`src/rtl/multu_hilo_unit.sv`:
```
// Multicycle unsigned shift-add multiplier with a HI/LO register pair.
// One iteration per MULTU edge; the product is committed to HI/LO by the HILO_WR strobe.
module multu_hilo_unit #(
   parameter int          WIDTH   = 32,
   parameter logic [5:0]  MULTU   = 6'b011001,
   parameter logic [5:0]  MFHI    = 6'b010000,
   parameter logic [5:0]  MFLO    = 6'b010010,
   parameter logic [5:0]  HILO_WR = 6'b111111
) (
   input  logic             clk,
   input  logic             reset,
   input  logic [5:0]       Signal,
   input  logic [WIDTH-1:0] dataA,
   input  logic [WIDTH-1:0] dataB,
   output logic [WIDTH-1:0] dataOut,
   output logic             busy,
   output logic             done
);

   typedef enum logic [1:0] {IDLE, RUN, DONE} state_t;

   state_t             r_state, w_state_next;
   logic [2*WIDTH-1:0] r_mcand, w_mcand_next;
   logic [WIDTH-1:0]   r_mplier, w_mplier_next;
   logic [2*WIDTH-1:0] r_product, w_product_next;
   logic [5:0]         r_count, w_count_next;
   logic [WIDTH-1:0]   r_hi, w_hi_next;
   logic [WIDTH-1:0]   r_lo, w_lo_next;
   logic [WIDTH-1:0]   r_data_out;
   logic               r_busy, r_done;
   logic [2*WIDTH-1:0] w_load_mcand;

   assign w_load_mcand = {{WIDTH{1'b0}}, dataA};

   always_comb begin
      w_state_next   = r_state;
      w_mcand_next   = r_mcand;
      w_mplier_next  = r_mplier;
      w_product_next = r_product;
      w_count_next   = r_count;
      w_hi_next      = r_hi;
      w_lo_next      = r_lo;
      case (r_state)
         IDLE: begin
            if (Signal == MULTU) begin
               // Load and run iteration 0 on the loaded operands in the same edge.
               w_mcand_next   = w_load_mcand << 1;
               w_mplier_next  = dataB >> 1;
               w_product_next = dataB[0] ? w_load_mcand : '0;
               w_count_next   = 6'd1;
               w_state_next   = RUN;
            end
         end
         RUN: begin
            if (Signal == MULTU) begin
               w_product_next = r_mplier[0] ? (r_product + r_mcand) : r_product;
               w_mcand_next   = r_mcand << 1;
               w_mplier_next  = r_mplier >> 1;
               w_count_next   = r_count + 6'd1;
               if (r_count == 6'(WIDTH - 1))
                  w_state_next = DONE;
            end else begin
               w_product_next = '0;
               w_count_next   = '0;
               w_state_next   = IDLE;
            end
         end
         DONE: begin
            if (Signal == HILO_WR) begin
               w_hi_next      = r_product[2*WIDTH-1:WIDTH];
               w_lo_next      = r_product[WIDTH-1:0];
               w_product_next = '0;
               w_count_next   = '0;
               w_state_next   = IDLE;
            end else if (Signal != MULTU) begin
               w_product_next = '0;
               w_count_next   = '0;
               w_state_next   = IDLE;
            end
         end
         default: begin
            w_state_next = IDLE;
         end
      endcase
   end

   always_ff @(posedge clk) begin
      if (reset) begin
         r_state    <= IDLE;
         r_mcand    <= '0;
         r_mplier   <= '0;
         r_product  <= '0;
         r_count    <= '0;
         r_hi       <= '0;
         r_lo       <= '0;
         r_data_out <= '0;
         r_busy     <= 1'b0;
         r_done     <= 1'b0;
      end else begin
         r_state   <= w_state_next;
         r_mcand   <= w_mcand_next;
         r_mplier  <= w_mplier_next;
         r_product <= w_product_next;
         r_count   <= w_count_next;
         r_hi      <= w_hi_next;
         r_lo      <= w_lo_next;
         r_busy    <= (w_state_next == RUN);
         r_done    <= (w_state_next == DONE);
         // Reads see HI/LO as they were before this edge.
         if (Signal == MFHI)
            r_data_out <= r_hi;
         else if (Signal == MFLO)
            r_data_out <= r_lo;
      end
   end

   assign dataOut = r_data_out;
   assign busy    = r_busy;
   assign done    = r_done;

endmodule

```
`config.mk`:
```
export PLATFORM = sky130hd
export DESIGN_NAME = multu_hilo_unit
export DESIGN_NICKNAME = d
export VERILOG_FILES = /design/src/rtl/multu_hilo_unit.sv
export SDC_FILE = /design/constraint.sdc
export NUM_CORES = 1
export LEC_CHECK = 0
export BUFFER_PORTS_ARGS = -buffer_cell sky130_fd_sc_hd__buf_2
export CORE_MARGIN = 1.5
export CORE_UTILIZATION = 60
export CTS_BUF_LIST = sky130_fd_sc_hd__clkbuf_16
export DETAILED_ROUTE_END_ITERATION = 16
export PLACE_DENSITY = 0.8
export SETUP_SLACK_MARGIN = 0.2
export SKIP_LAST_GASP = 1
export SLEW_MARGIN = 20
export SYNTH_ARGS = -nofsm -noshare
export SYNTH_HDL_FRONTEND = slang
export SYNTH_SLANG_ARGS = --single-unit
```
`constraint.sdc`:
```
create_clock -name clk -period 7.4 [get_ports clk]
set_clock_uncertainty 0.05 [all_clocks]
set_input_delay 1.48 -clock clk [delete_from_list [all_inputs] [get_ports clk]]
set_output_delay 1.48 -clock clk [all_outputs]
set_load 0.01 [all_outputs]
```
==> qor.csv <==
metric,value,unit
crit_path_end_kind,flip-flop,
cts_sinks,264,
rsz0062_at_grt,no,
pwr-share-clk,0.481,
cp.buffers_inverters,2,
die_height,154.9,um
routabilityCongestion,0.9551,
yosysMostFrequentCell,dfxtp_1,
yosysTopAreaCell,dfxtp_1,
ys_ff_latch,264,
cts_buffer_depth,3,
yosysSeqAreaShare,0.3816,
cts_root_buf,clkbuf_16,
avgSynthCellArea,8.176,sq um
final_nets,1855,
min-delay-path-class,reg -> reg,
holdBufCountCts,0,
cts_tree,done,
slowest_delay,0.77,ns
slew_violations,0,
multi_input_area,8025,sq um
p_per_area,198.5,nW/um^2
wl,37.58,mm
post-place-ws,2.125,ns
rr_worst_depth,11,
hold_violations,0,
crit_path_max_fanout,33,
final_core_util,0.6785,
critical_path.top_delay_family,simple AND/OR/NAND/NOR gates,
final_layout_size_suffix_gt1_frac,0.1044,
drt_iter0_drc,1275,
synth_top_cells_by_count,"dfxtp_1 (264), nand2_1 (213), nor2_1 (211)",
clk_latency,0.56,ns
portBuffers,105,
ctsResizeCount,0,
initial_core_util,0.6117,
synth_cells,1694,
dieArea,24000,sq um
synth_edf_count,0,
place_area,14390,sq um
drc,0,
cap_violations,0,
grt_antenna_before_repair,1,
status,"finished, final reports clean",
synth.distinct_cells,67,
syn2layout_area_growth,10.91,%
critPathLaunchType,input pin,
setup_viol,0,
worst_pin_slew,1.137,ns
whs_path_depth,2,
p_switching,681.6,uW
arrival,5.35,ns
cpMaxStageDelayCell,nor2b_1,
n_fill_cell,1855,
cp.depth,11,
synthTopCellsByArea,"dfxtp_1 (38%), mux2i_1 (7.0%), ha_1 (6.1%), nand2_1 (5.8%), nor2_1 (5.7%)",
worstPathRequired,7.83,ns
hold_ws,0.4040,ns
antenna_left,0,
avgViaCountPerCell,6.241,
synth_top_area_frac,0.3816,
grt_pass1_wl,60.20,mm
tns,0,ns
irDropWorstVdd,204.2,uV
synthFlopType,dfxtp_1,
io_pins,106,
h-tree-depth,1,
firstDrtPassIters,6,
post_cts_buffers,0,
max_freq,203.3,MHz
num_vias,12610,
maxSlewHeadroom,0.2423,
p_leak,0.005886,uW
ys_async_sr_fraction,0,
grt_max_degree,97,
yosysWarnings,0,
min_period,4.919,ns
cts-buffers-inserted,29,
grt_overflow_total,0,
routedWlPerCell,18.60,um
core,22640,sq um
swShare,0.2235,
worstPathCellList,buf_2 > buf_4 > nor3_2 > mux2i_1 > nor2_1 > and3_1 > nor2b_1 > nand3_1 > a21o_1 > nand4_1 > a31o_2,
p_int,2368,uW
grt_pass1_vias,11590,
track_usage,0.3070,
fp-row-count,55,
comb_power_share,0.045,
design_area,15360,sq um
fin_ws,2.481,ns
synth_area,13850,sq um
finalCritPeriodShare,0.6647,
hpwl,26.52,mm
power_frac_seq,0.474,
synth.net_count,1834,
clkSlewWorstSetupHoldPaths,0.06,ns
crit_type,in -> reg,
seqCellArea,5285,sq um
die_x,154.9,um
[cells in the final DEF, fill, tap and decap left out, types with 29 or more instances in the layout]
| master | count |
|---|---|
| nor3_1 | 47 |
| ha_1 | 66 |
| a221oi_1 | 31 |
| a22oi_1 | 43 |
| dfxtp_1 | 264 |
| buf_2 | 104 |
| a21o_1 | 30 |
| nand2_1 | 212 |
| mux2i_1 | 97 |
| nor2_1 | 211 |
| a211oi_1 | 96 |
| clkbuf_16 | 29 |
| o21ai_0 | 71 |
| inv_1 | 31 |
| a21oi_1 | 146 |
| xnor2_1 | 32 |
[registers in the layout, indices dropped and copies added, names as in the netlist]
| name | flops |
|---|---|
| busy | 1 |
| dataOut | 32 |
| done | 1 |
| r_count | 6 |
| r_hi | 32 |
| r_lo | 32 |
| r_mcand | 63 |
| r_mplier | 31 |
| r_product | 64 |
| r_state | 2 |
[cell families (layout without fill, tap and decap cells)]
kind of cell / after synthesis / in the layout / share of synthesized area
other: 0 / 1 / 0
muxes: 97 / 97 / 0.07011
adders and majority gates: 68 / 68 / 0.06197
and+or+nand+nor: 564 / 564 / 0.1739
AOI/OAI and AO/OA: 487 / 487 / 0.2329
DFF: 264 / 264 / 0.3816
buffers and inverters: 155 / 195 / 0.04219
xor gates and xnor gates: 59 / 59 / 0.03731
[per-layer routing]
layer,wire length (um),vias to the layer above,GRT usage
met3,2491,85,0.03983
met1,16170,5926,0.4123
li1,-,6148,-
met5,0,-,0
met4,1586,0,0.1250
met2,17330,447,0.5010
[cell type report]
class	count	share of cell area
Inverter	27	0.006598
Sequential cell	264	0.3441
Clock inverter	21	0.01531
Multi-Input combinational cell	1275	0.5224
Antenna cell	1	0.0001629
Timing Repair Buffer	118	0.04097
Clock buffer	29	0.04724
Tap cell	285	0.02321
[per-stage QoR]
step	std cells	total power, uW
after detailed placement	1969	1611
after CTS	2019	3061
after global placement	1969	1608
final	2020	3050
after global routing	2020	3132
after floorplan	1694	1561
[power by group through the flow]
stage / registers (uW) / clock network, uW / logic [uW]
floorplan: 1470 / 0 / 87.2
global placement: 1480 / 0 / 131
detailed placement: 1480 / 0 / 134
CTS: 1450 / 1480 / 135
global route: 1450 / 1540 / 149
finish: 1450 / 1470 / 136
[worst paths after layout]
kind | from | end | slack (ns)
max | Signal[1] | r_product[63] | 2.48
min | r_lo[1] | r_lo[1] | 0.40
max reg2reg | r_state[0] | r_product[63] | 3.47
min reg2reg | r_lo[1] | r_lo[1] | 0.40
[worst register-to-register path: cells and delay by family (launching register included)]
kind | cells | cell delay (ns)
AO/OA/AOI/OAI | 3 | 0.63
adder cells (fa/ha/maj) | 1 | 0.34
buffers and inverters | 1 | 0.09
flip-flops | 1 | 0.42
multiplexers | 1 | 0.19
AND/OR/NAND/NOR | 5 | 2.16
Note: power is estimated with default switching activity, not from simulation.
